[config.mk]
export PLATFORM = sky130hd
export DESIGN_NAME = alu_serial_seq
export DESIGN_NICKNAME = d
export VERILOG_FILES = /design/src/rtl/alu_serial_seq_pkg.sv /design/src/rtl/serial_bit_slice.sv /design/src/rtl/alu_serial_seq.sv
export SDC_FILE = /design/constraint.sdc
export NUM_CORES = 1
export LEC_CHECK = 0
export ABC_CLOCK_PERIOD_IN_PS = 4800
export BUFFER_PORTS_ARGS = -buffer_cell sky130_fd_sc_hd__buf_2
export CORE_MARGIN = 2
export CORE_UTILIZATION = 43
export DETAILED_ROUTE_END_ITERATION = 12
export SYNTH_ARGS = -nofsm -noshare
export SYNTH_HDL_FRONTEND = slang
export SYNTH_SLANG_ARGS = --single-unit
[constraint.sdc]
create_clock -name clk_i -period 4.8 [get_ports clk_i]
set_input_delay 0.96 -clock clk_i [delete_from_list [all_inputs] [get_ports clk_i]]
set_output_delay 0.96 -clock clk_i [all_outputs]
set_load 0.01 [all_outputs]
[src/rtl/alu_serial_seq_pkg.sv]
// Shared definitions for the bit-serial ALU sequencer: operation and
// set-type codes, FSM state encoding, control bundle and set-bit select.
package alu_serial_seq_pkg;

    // Operation field of alu_ctrl
    localparam logic [1:0] OP_AND = 2'd0;
    localparam logic [1:0] OP_OR  = 2'd1;
    localparam logic [1:0] OP_ADD = 2'd2;
    localparam logic [1:0] OP_SET = 2'd3;

    // Set-type select (bonus_ctrl)
    localparam logic [2:0] SET_LT = 3'd0;
    localparam logic [2:0] SET_GT = 3'd1;
    localparam logic [2:0] SET_LE = 3'd2;
    localparam logic [2:0] SET_GE = 3'd3;
    localparam logic [2:0] SET_EQ = 3'd4;
    localparam logic [2:0] SET_NE = 3'd5;

    typedef enum logic [1:0] {
        S_IDLE = 2'd0,
        S_RUN  = 2'd1,
        S_DONE = 2'd2
    } state_e;

    // Bit layout matches alu_ctrl_i: {A_invert, B_invert, operation[1:0]}
    typedef struct packed {
        logic       a_inv;
        logic       b_inv;
        logic [1:0] op;
    } alu_ctrl_t;

    // Reduce the less/equal pair to the single set bit chosen by bonus.
    // Codes 6 and 7 yield 0.
    function automatic logic set_select(input logic       less,
                                        input logic       equal,
                                        input logic [2:0] bonus);
        logic set_bit;
        set_bit = 1'b0;
        case (bonus)
            SET_LT:  set_bit = less;
            SET_GT:  set_bit = ~less & ~equal;
            SET_LE:  set_bit = less | equal;
            SET_GE:  set_bit = ~less;
            SET_EQ:  set_bit = equal;
            SET_NE:  set_bit = ~equal;
            default: set_bit = 1'b0;
        endcase
        return set_bit;
    endfunction

endpackage

[src/rtl/serial_bit_slice.sv]
// Combinational 1-bit ALU slice: optional operand inversion, AND/OR/add.
// Carry-out and raw sum are always produced so the sequencer can run the
// add path for set-type operations.
module serial_bit_slice
    import alu_serial_seq_pkg::*;
(
    input  logic       a,
    input  logic       b,
    input  logic       a_inv,
    input  logic       b_inv,
    input  logic       cin,
    input  logic [1:0] op,
    output logic       res,
    output logic       cout,
    output logic       sum
);

    logic a_eff;
    logic b_eff;

    assign a_eff = a ^ a_inv;
    assign b_eff = b ^ b_inv;
    assign sum   = a_eff ^ b_eff ^ cin;
    assign cout  = (a_eff & b_eff) | (cin & (a_eff ^ b_eff));

    // Result bit per operation; set-type is resolved by the sequencer at the MSB
    always_comb begin
        res = 1'b0;
        unique case (op)
            OP_AND: res = a_eff & b_eff;
            OP_OR:  res = a_eff | b_eff;
            OP_ADD: res = sum;
            OP_SET: res = 1'b0;
        endcase
    end

endmodule

[src/rtl/alu_serial_seq.sv]
// Bit-serial ALU sequencer. Time-multiplexes a single serial_bit_slice over
// WIDTH cycles (LSB first) and assembles the WIDTH-bit result plus flags.
// Result and flags change only on the RUN->DONE edge and are held otherwise.
module alu_serial_seq
    import alu_serial_seq_pkg::*;
#(
    parameter int unsigned WIDTH = 32,
    parameter int unsigned IDX_W = 5
) (
    input  logic             clk_i,
    input  logic             rst_n,
    input  logic             start_i,
    input  logic [WIDTH-1:0] src1_i,
    input  logic [WIDTH-1:0] src2_i,
    input  logic [3:0]       alu_ctrl_i,
    input  logic [2:0]       bonus_ctrl_i,
    output logic             busy_o,
    output logic             done_o,
    output logic [WIDTH-1:0] result_o,
    output logic             zero_o,
    output logic             cout_o,
    output logic             overflow_o
);

    state_e           state_q,  state_d;
    logic [IDX_W-1:0] idx_q,    idx_d;
    logic             carry_q,  carry_d;
    logic             eq_acc_q, eq_acc_d;
    logic [WIDTH-1:0] src_a_q,  src_a_d;
    logic [WIDTH-1:0] src_b_q,  src_b_d;
    alu_ctrl_t        ctrl_q,   ctrl_d;
    logic [2:0]       bonus_q,  bonus_d;
    logic [WIDTH-1:0] acc_q,    acc_d;
    logic [WIDTH-1:0] result_q, result_d;
    logic             cout_q,   cout_d;
    logic             ovf_q,    ovf_d;

    logic slice_a;
    logic slice_b;
    logic slice_res;
    logic slice_cout;
    logic slice_sum;
    logic last_bit;
    logic less;
    logic equal;
    logic set_bit;

    assign slice_a  = src_a_q[idx_q];
    assign slice_b  = src_b_q[idx_q];
    assign last_bit = (idx_q == IDX_W'(WIDTH - 1));

    serial_bit_slice u_slice (
        .a     (slice_a),
        .b     (slice_b),
        .a_inv (ctrl_q.a_inv),
        .b_inv (ctrl_q.b_inv),
        .cin   (carry_q),
        .op    (ctrl_q.op),
        .res   (slice_res),
        .cout  (slice_cout),
        .sum   (slice_sum)
    );

    // MSB-stage compare terms: carry_q is the carry into the MSB, slice_cout
    // the carry out of it; their XOR corrects the sign bit on overflow.
    always_comb begin
        less    = slice_sum ^ (carry_q ^ slice_cout);
        equal   = eq_acc_q & ~slice_sum;
        set_bit = set_select(less, equal, bonus_q);
    end

    // Next-state: accept, per-bit stepping and final capture of result/flags
    always_comb begin
        state_d  = state_q;
        idx_d    = idx_q;
        carry_d  = carry_q;
        eq_acc_d = eq_acc_q;
        src_a_d  = src_a_q;
        src_b_d  = src_b_q;
        ctrl_d   = ctrl_q;
        bonus_d  = bonus_q;
        acc_d    = acc_q;
        result_d = result_q;
        cout_d   = cout_q;
        ovf_d    = ovf_q;

        unique case (state_q)
            S_IDLE: begin
                if (start_i) begin
                    src_a_d  = src1_i;
                    src_b_d  = src2_i;
                    ctrl_d   = alu_ctrl_t'(alu_ctrl_i);
                    bonus_d  = bonus_ctrl_i;
                    // B inversion plus carry-in 1 forms two's-complement a-b
                    carry_d  = alu_ctrl_i[2];
                    idx_d    = '0;
                    acc_d    = '0;
                    eq_acc_d = 1'b1;
                    state_d  = S_RUN;
                end
            end

            S_RUN: begin
                carry_d = slice_cout;
                if (ctrl_q.op == OP_SET) begin
                    eq_acc_d = eq_acc_q & ~slice_sum;
                end else begin
                    acc_d[idx_q] = slice_res;
                end

                if (last_bit) begin
                    state_d = S_DONE;
                    if (ctrl_q.op == OP_SET) begin
                        result_d = {{(WIDTH - 1){1'b0}}, set_bit};
                    end else begin
                        result_d = acc_d;
                    end
                    cout_d = (ctrl_q.op == OP_ADD || ctrl_q.op == OP_SET) ? slice_cout : 1'b0;
                    ovf_d  = (ctrl_q.op == OP_ADD) ? (carry_q ^ slice_cout) : 1'b0;
                end else begin
                    idx_d = idx_q + IDX_W'(1);
                end
            end

            S_DONE: begin
                // start_i here is deliberately ignored; acceptance is from IDLE only
                state_d = S_IDLE;
            end

            default: begin
                state_d = S_IDLE;
            end
        endcase
    end

    // State and datapath registers; reset aborts any operation in flight
    always_ff @(posedge clk_i or negedge rst_n) begin
        if (!rst_n) begin
            state_q  <= S_IDLE;
            idx_q    <= '0;
            carry_q  <= 1'b0;
            eq_acc_q <= 1'b0;
            src_a_q  <= '0;
            src_b_q  <= '0;
            ctrl_q   <= '0;
            bonus_q  <= '0;
            acc_q    <= '0;
            result_q <= '0;
            cout_q   <= 1'b0;
            ovf_q    <= 1'b0;
        end else begin
            state_q  <= state_d;
            idx_q    <= idx_d;
            carry_q  <= carry_d;
            eq_acc_q <= eq_acc_d;
            src_a_q  <= src_a_d;
            src_b_q  <= src_b_d;
            ctrl_q   <= ctrl_d;
            bonus_q  <= bonus_d;
            acc_q    <= acc_d;
            result_q <= result_d;
            cout_q   <= cout_d;
            ovf_q    <= ovf_d;
        end
    end

    // Status and held outputs
    always_comb begin
        busy_o     = (state_q != S_IDLE);
        done_o     = (state_q == S_DONE);
        result_o   = result_q;
        zero_o     = (result_q == '0);
        cout_o     = cout_q;
        overflow_o = ovf_q;
    end

endmodule

==> results.toml, run 1 <==
[cts]
post_cts_buffers = 0
clock_latency_ns = 0.43
clkTransAtPathRegs_ns = 0.06
cts_hold_buf = 0
ctsResizeCount = 0
cts_max_level = 4
clockBufferDepth = 2
cts_tree = "yes"
cts-buffers-inserted = 17
cts_root_buffer = "clkbuf_16"
clock_sinks = 146

[power_and_ir_drop]
power.switching_w = 0.00241
power_frac_clock = 0.243
peakVddDrop_v = 0.000391
p_seq_frac = 0.353
p_comb_frac = 0.404
p_int_w = 0.00383
power_leakage_nw = 3.85
total_power_w = 0.00624
power_density_nw_per_um2 = 741
switching_share = 0.386

[place]
hpwl_um = 12200
gp_congestion = 0.800
io_buffers = 110
dp.cells = 928

[setup_path]
critPathLaunchType = "flop"
cp_slowest_cell = "dfrtp_2"
cp_max_fo = 36
cp.arrival_ns = 4.02
path_class = "reg2reg"
crit_required_ns = 5.13
crit_chain = "mux2i_1 > o221ai_1 > a22oi_1 > nand3_2 > xnor2_1 > fa_1 > a21o_1 > nand3_1 > o21ai_0"
setup.worst_path.end_class = "flop"
max_stage_delay_ns = 1.03

[logic_synthesis]
netlist_area_um2 = 7120
yosysTopAreaCellShare = 0.513
ys_seq_elements = 146
ys_types = 45
synth_area_leaders = "dfrtp_1 51%, mux2_2 11%, mux2i_1 5.8%, o21ai_0 5.6%, a21oi_1 4.0%"
synth_edf_count = 0
synth-seq-area-share = 0.513
syn_nets = 723
synth_top_flop_cell = "dfrtp_1"
syn_inst = 640
synth.most_common_cell = "dfrtp_1"
ys_top_cells_by_count = "146 x dfrtp_1, 79 x o21ai_0, 72 x mux2_2"
yosysTopAreaCell = "dfrtp_1"
ys_warn_count = 0
syn_area_per_cell_um2 = 11.1
ys_async_sr_fraction = 1.00

[sta]
grt_setup_unrepaired = "no"
max_freq_mhz = 271
period_share = 0.769
tightest_slew_ns = 1.29
setup-violations-final = 0
finalHoldViolCount = 0
maxSlewViolCount = 0
skew_ns = 0.00920
setup-tns-final_ns = 0
period_needed_ns = 3.69
relSlewSlack = 0.132

[global_route]
grt_max_degree = 113
grt_pass1_wl_um = 28200
grt_overflow_total = 0
grt_use_total = 0.203
antenna_found_initial = 0
grt_pass1_vias = 5294

[routing]
wire_per_inst_um = 18.0
vias_per_cell = 5.63
ant_nets = 0
vias = 5403
post-route-drc-count = 0
dr.pass1.iters = 5
postRouteWirelength_um = 17300
drt_iter0_drc = 375

[job]
drv_cap = 0

[die]
die_x_um = 133
die_y_um = 133
ios = 111
core_um2 = 16400
row_count = 47
initial_core_util = 0.434
dieArea_um2 = 17600

[layout]
drive_gt1_frac = 0.312
area_growth_pct = 18.3
layout.nets = 810
num_antenna_cells = 0
final.fill_count = 1486
final_cells = 960

[min_path]
hold_class = "reg2reg"

[run_status]
outcome = "complete, no violations"
-- state kept, by name (all words and copies together), names as in the netlist --
signal	flops
carry_q	1
src_a_q	32
ctrl_q	4
overflow_o	1
state_q	2
bonus_q	3
cout_o	1
acc_q	32
eq_acc_q	1
result_o	32
idx_q	5
src_b_q	32
-- cell type report --
| class | count | area, um2 | area share |
|---|---|---|---|
| clock buffers | 20 | 447 | 0.0531 |
| clock inverters | 12 | 229 | 0.0272 |
| inverters | 7 | 26.3 | 0.00312 |
| multi-input cells | 438 | 3180 | 0.377 |
| flip-flops and latches | 146 | 3650 | 0.434 |
| well taps | 220 | 275 | 0.0327 |
| repair buffers | 117 | 609 | 0.0724 |
-- through the flow --
| stage | worst slack, ns | area, um2 | hold WS (ns) | util |
|---|---|---|---|---|
| floorplan | 1.92 | 7120 | 0.442 | - |
| global placement | 1.23 | 7740 | 0.454 | 0.472 |
| detailed placement | 1.13 | 7740 | 0.456 | 0.472 |
| CTS | 1.11 | 8420 | 0.471 | 0.513 |
| global route | 0.778 | 8420 | 0.506 | 0.513 |
| finish | 1.11 | 8420 | 0.465 | 0.513 |
-- worst max-delay path: cells and delay by family, from the launching register on --
family	cells	cell delay, ns
DFF	1	1.03
adders and majority gates	1	0.60
xor gates and xnor gates	1	0.18
AOI/OAI and AO/OA	4	1.04
muxes	1	0.34
and+or+nand+nor	2	0.38
-- final timing paths --
check	start	to	slack [ns]	depth (start not counted)
setup / recovery	idx_q[1]$_DFFE_PN0P_	acc_q[5]$_DFFE_PN0P_	1.11	9
hold / removal	overflow_o$_DFFE_PN0P_	overflow_o$_DFFE_PN0P_	0.47	2
setup reg to reg	idx_q[1]$_DFFE_PN0P_	acc_q[5]$_DFFE_PN0P_	1.11	9
hold reg to reg	overflow_o$_DFFE_PN0P_	overflow_o$_DFFE_PN0P_	0.47	2
max in group asynchronous	rst_n	acc_q[23]$_DFFE_PN0P_	3.12	2
min in group asynchronous	rst_n	result_o[28]$_DFFE_PN0P_	0.67	1
-- kinds of logic after synthesis --
family | Yosys count | synth area share
AOI/OAI and AO/OA | 208 | 0.173
xor gates and xnor gates | 7 | 0.00861
adders and majority gates | 9 | 0.0179
buffers and inverters | 56 | 0.0415
DFF | 146 | 0.513
muxes | 113 | 0.172
and+or+nand+nor | 101 | 0.0743
-- power groups by stage --
stage,registers [W],clock network [W],logic [W]
after CTS,0.00219,0.00154,0.00253
after detailed placement,0.00222,0,0.00252
final,0.00220,0.00151,0.00252
after global routing,0.00227,0.00159,0.00281
after floorplan,0.00199,0,0.00208
after global placement,0.00219,0,0.00244
-- layout by cell type (no fill, tap or decap), types with 4 or more instances in the layout --
cell | synthesis | layout
xnor2_1 | 4 | 4
clkbuf_16 | 0 | 17
buf_2 | 14 | 109
bufinv_16 | 0 | 6
nor4_1 | 8 | 8
nor2b_1 | 6 | 6
nand3_1 | 8 | 8
mux2i_1 | 41 | 41
and2_1 | 7 | 7
o22ai_1 | 4 | 4
buf_4 | 14 | 7
nor3_1 | 4 | 4
a31oi_1 | 24 | 24
nor2_1 | 12 | 11
inv_1 | 5 | 5
dfrtp_1 | 146 | 145
mux2_2 | 72 | 72
nand2_1 | 35 | 35
o21ai_0 | 79 | 79
a21oi_1 | 57 | 57
o221ai_1 | 12 | 12
ha_1 | 7 | 7
a22o_1 | 23 | 23
-- metal layers --
layer  track usage  routed length, um  up-vias  share of wire
li1              -                  -     2540              -
met1         0.279               7820     2672           0.45
met2         0.320               8200      173           0.48
met3        0.0383                962       18          0.056
met4        0.0771                277        0          0.016
met5             0                  0        -              0
No activity file was read; power rests on OpenSTA's default activity.
==> inputs of run 2 (changes only) <==
Settings changed: ABC_CLOCK_PERIOD_IN_PS 4800 to 3400.
Clock period 4.8 ns to 3.4 ns, I/O delays scaled along.
==> run 2 against run 1 <==
  * Worst setup slack worse by 0.86 ns
  * Cell count up 2.0%
  * Clock power up 31%
  * Critical endpoint is now result_o[0]$_DFFE_PN0P_
  * Core utilization up 0.95 points
  * Sequential cell count unchanged
  * Via count up 0.89%
  * Critical path type unchanged
==> results.toml, run 2 (same netlist as run 1, synthesis figures left out) <==
[run_status]
outcome = "complete, no violations"

[die]
row_count = 47
core_um2 = 16400
die_x_um = 133
die_y_um = 133
initial_core_util = 0.434
dieArea_um2 = 17600
ios = 111

[global_route]
grtUsageMet3 = 0.0548
grt_pass1_vias = 5362
grt_max_degree = 88
grt_use_total = 0.203
grt_busiest_layer = "met2"
use_met1 = 0.266
met2_usage = 0.327
grt_overflow_total = 0
grt_pass1_wl_um = 28200
antenna_found_initial = 0

[layout]
final_area_um2 = 8580
drive_gt1_frac = 0.333
multiInputGateArea_um2 = 3190
register_area_um2 = 3650
num_antenna_cells = 0
area_growth_pct = 20.5
finalCoreUtilization = 0.523
layout_common_cells = "145 x dfrtp_1, 109 x buf_2, 79 x o21ai_0"
final_common_cell = "dfrtp_1"
final.fill_count = 1485
layout.nets = 829

[place]
gp_congestion = 0.859
dpl_worst_slack_ns = 0.0819
hpwl_um = 12300
io_buffers = 110
placedInstanceArea_um2 = 7900

[routing]
wire_per_inst_um = 17.8
dr.pass1.iters = 5
vias = 5451
postRouteWirelength_um = 17400
vias_per_cell = 5.57
drt_iter0_drc = 353
ant_nets = 0
post-route-drc-count = 0

[power_and_ir_drop]
power_leakage_nw = 3.94
power_density_nw_per_um2 = 1040
peakVddDrop_v = 0.000467

[setup_path]
path_delay_family = "compound AO/OA/AOI/OAI gates"
setup.worst_path.end_class = "flop"
max_stage_delay_ns = 0.54
path_class = "reg2reg"
r2r_setup_slack_ns = 0.25
cp_max_fo = 18
critPathLaunchType = "flop"
crit_top_cell = "mux2i_1"
cp.arrival_ns = 3.46
crit_chain = "buf_12 > mux2i_1 > o221ai_1 > a22oi_1 > nand3_2 > xnor2_1 > fa_1 > nor2b_2 > mux2i_1 > a211oi_1 > o21ai_0 > a31oi_1"
crit_buf_inv = 1
cp_slowest_cell = "fa_1"
crit_required_ns = 3.71

[sta]
setup-tns-final_ns = 0
relSlewSlack = 0.241
skew_ns = 0.00694
period_share = 0.926
max_freq_mhz = 318
grt_setup_unrepaired = "no"
setup-violations-final = 0
tightest_slew_ns = 1.14
finalHoldViolCount = 0
layout_setup_ws_ns = 0.251
period_needed_ns = 3.15
maxSlewViolCount = 0

[cts]
clockBufferDepth = 2
clkTransAtPathRegs_ns = 0.06
cts_max_level = 4
clock_latency_ns = 0.43
cts_tree = "yes"
cts_root_buffer = "clkbuf_16"
cts-buffers-inserted = 17
clock_sinks = 146

[job]
drv_cap = 0

[min_path]
hold_class = "in2async"
-- run 2: cell count changes in the layout (fill, tap and decap cells not counted), moves of 2 or more --
cell	previous run	this run
buf_4	7	21
bufinv_16	6	4
clkinv_2	0	3
buf_12	0	4
-- run 2: timing repair --
item	in CTS	in global routing
hold buffers	0	0
resized for setup	0	3
endpoints found under the setup margin	0	28
setup buffers	0	5
hold endpoints to repair	0	0
-- run 2: power breakdown --
part,switching [W],internal [W]
sequential,0.000527,0.00245
combinational,0.00220,0.00178
clock,0.000739,0.00124
total,0.00347,0.00548
-- run 2: path summary, 6_finish.rpt --
check	startpoint	to	cells after the start
worst max-delay path	idx_q[1]$_DFFE_PN0P_	result_o[0]$_DFFE_PN0P_	12
worst min-delay path	rst_n	result_o[15]$_DFFE_PN0P_	1
worst max register to register	idx_q[1]$_DFFE_PN0P_	result_o[0]$_DFFE_PN0P_	12
worst min register to register	eq_acc_q$_DFFE_PN0P_	eq_acc_q$_DFFE_PN0P_	1
max in group asynchronous	rst_n	result_o[7]$_DFFE_PN0P_	2
min in group clk_i	eq_acc_q$_DFFE_PN0P_	eq_acc_q$_DFFE_PN0P_	1
-- run 2: per-stage QoR --
| stage | hold slack, ns | power [W] | std cells |
|---|---|---|---|
| floorplan | 0.384 | 0.00576 | 640 |
| CTS | 0.347 | 0.00890 | 974 |
| global route | 0.381 | 0.00955 | 979 |
| global placement | 0.466 | 0.00674 | 942 |
| finish | 0.304 | 0.00894 | 979 |
| detailed placement | 0.460 | 0.00689 | 942 |
-- run 2: metal layers --
metal / wire, um / vias up
met4: 326 / 0
met5: 0 / -
li1: - / 2577
met1: 7830 / 2654
met3: 929 / 26
met2: 8300 / 194
-- run 2: area by class of cell --
type | count | share of cell area
timing repair buffer | 136 | 0.0940
clock buffer | 19 | 0.0516
inverter | 7 | 0.00306
clock inverter | 13 | 0.0213
multi-input combinational | 438 | 0.372
tap | 220 | 0.0321
sequential | 146 | 0.426
==> inputs of run 3 (changes only) <==
Settings changed: ABC_CLOCK_PERIOD_IN_PS 3400 to 3100.
Clock period 3.4 ns to 3.1 ns, I/O delays scaled along.
==> run 3 against run 2 <==
  * Sequential power is 9.4% higher
  * Global-route usage grew 0.053 points
  * Fmax rose by 4.1%
  * Count of clock-buffer cells in the layout rose by 4
  * Power rose by 16%
  * Final area increased by 2.1%
  * Core utilization up 1.1 points
  * Worst setup slack worse by 0.18 ns
  * Routed wire length is 0.74% higher
  * Non-clock buffer count is 7 higher
  * Combinational power grew 20%
  * Highest routed layer unchanged
==> results.toml, run 3 (same netlist as run 1, synthesis figures left out) <==
[run_status]
outcome = "complete, no violations"

[die]
initial_core_util = 0.434
core_um2 = 16400
ios = 111
die_x_um = 133
row_count = 47
die_y_um = 133
dieArea_um2 = 17600

[routing]
wire_per_inst_um = 17.8
vias_per_cell = 5.54
dr.pass1.iters = 5
postRouteWirelength_um = 17500
post-route-drc-count = 0
vias = 5461
drt_iter0_drc = 394
ant_nets = 0

[layout]
final.fill_count = 1435
layout.nets = 836
drive_gt1_frac = 0.357
final_common_cell = "dfrtp_1"
num_antenna_cells = 0
layout_common_cells = "145 x dfrtp_1, 109 x buf_2, 72 x mux2_2"
area_growth_pct = 22.9
final_cells = 985
final_area_um2 = 8750

[power_and_ir_drop]
power_frac_clock = 0.224
p_int_w = 0.00639
p_comb_frac = 0.461
power.switching_w = 0.00394
peakVddDrop_v = 0.000574
p_seq_frac = 0.315
power_leakage_nw = 3.98
switching_share = 0.381
power_density_nw_per_um2 = 1180
total_power_w = 0.0103

[setup_path]
setup.worst_path.end_class = "flop"
cp.arrival_ns = 3.33
path_class = "reg2reg"
crit_required_ns = 3.41
crit_chain = "buf_6 > mux2i_2 > o221ai_1 > a22oi_1 > nand3_2 > xnor2_2 > fa_2 > nor2b_2 > mux2i_1 > a211oi_1 > o21ai_0 > a31oi_1"
cp_slowest_cell = "fa_2"
cp_max_fo = 9
r2r_start = "idx_q[1]$_DFFE_PN0P_"
max_stage_delay_ns = 0.54
startpoint = "idx_q[1]$_DFFE_PN0P_"
critPathLaunchType = "flop"

[cts]
cts_tree = "yes"
cts_max_level = 4
cts-buffers-inserted = 17
clock_sinks = 146
clkTransAtPathRegs_ns = 0.06
clock_latency_ns = 0.43
clockBufferDepth = 2
cts_root_buffer = "clkbuf_16"

[place]
gp_congestion = 0.806
dp.cells = 949
io_buffers = 110
placedInstanceArea_um2 = 7940
hpwl_um = 12300

[sta]
finalHoldViolCount = 0
period_share = 0.976
maxSlewViolCount = 0
grt_setup_unrepaired = "yes"
max_freq_mhz = 331
period_needed_ns = 3.02
setup-violations-final = 0
relSlewSlack = 0.267
skew_ns = 0.00793
tightest_slew_ns = 1.10

[global_route]
grt_max_degree = 76
grt_use_total = 0.204
grt_overflow_total = 0
grt_pass1_vias = 5323
grt_pass1_wl_um = 28300
antenna_found_initial = 0

[job]
drv_cap = 0

[min_path]
hold_class = "in2async"
## run 3: cell types whose count changed in the layout (fill, tap and decap cells not counted), sizes merged
cell,previous run,this run
inv,8,7
clkinvlp,4,3
buf,136,142
clkinv,4,0
clkbuf,19,24
bufinv,4,5
## run 3: what timing repair did
action | in CTS | in global routing
pin swaps | 0 | 4
endpoints found under the setup margin | 1 | 64
resized for setup | 1 | 27
endpoints found under the hold margin | 0 | 0
cloned | 0 | 1
buffers inserted | 0 | 4
hold buffers | 0 | 0
## run 3: worst max-delay path: cells and delay by family, from the launching register on
family	cells	cell delay, ns
buffers and inverters	1	0.17
xor gates and xnor gates	1	0.25
adders and majority gates	1	0.54
AOI/OAI and AO/OA	5	0.72
muxes	2	0.42
DFF	1	0.44
and+or+nand+nor	2	0.37
## run 3: stage by stage
step / util / hold WS (ns) / setup WS [ns] / TNS (ns)
after floorplan: - / 0.324 / 0.217 / 0
after global routing: 0.533 / 0.272 / -0.118 / -0.537
after CTS: 0.525 / 0.235 / 0.0190 / 0
after global placement: 0.484 / 0.466 / 0.136 / 0
final: 0.533 / 0.207 / 0.0757 / 0
after detailed placement: 0.484 / 0.461 / -0.0354 / -0.0354
## run 3: layout make-up
cell class	count	area, um2	share of cell area
Multi-Input combinational cell	438	3260	0.372
Sequential cell	146	3650	0.418
Clock buffer	23	498	0.0569
Tap cell	220	275	0.0315
Timing Repair Buffer	143	867	0.0991
Inverter	7	26.3	0.00300
Clock inverter	8	173	0.0197
## run 3: path summary, 6_finish.rpt
| kind | cells after the start | slack [ns] | to |
|---|---|---|---|
| worst min register to register | 2 | 0.47 | cout_o$_DFFE_PN0P_ |
| worst min-delay path | 1 | 0.21 | acc_q[13]$_DFFE_PN0P_ |
| max in group asynchronous | 2 | 2.05 | src_a_q[16]$_DFFE_PN0P_ |
| worst max-delay path | 12 | 0.08 | result_o[0]$_DFFE_PN0P_ |
| min in group clk_i | 2 | 0.42 | src_a_q[15]$_DFFE_PN0P_ |
| worst max register to register | 12 | 0.08 | result_o[0]$_DFFE_PN0P_ |
## run 3: metal layers
metal	part of all wire	wire length, um	global-route usage	vias to the layer above
li1	-	-	-	2599
met1	0.44	7770	0.277	2663
met2	0.48	8440	0.319	173
met3	0.055	964	0.0460	26
met4	0.019	333	0.0783	0
met5	0	0	0	-
## run 3: power by group through the flow
stage | clock network, W | registers, W | logic (W)
finish | 0.00231 | 0.00326 | 0.00476
global route | 0.00243 | 0.00336 | 0.00522
CTS | 0.00235 | 0.00324 | 0.00442
detailed placement | 0 | 0.00327 | 0.00438
global placement | 0 | 0.00325 | 0.00426
floorplan | 0 | 0.00309 | 0.00323
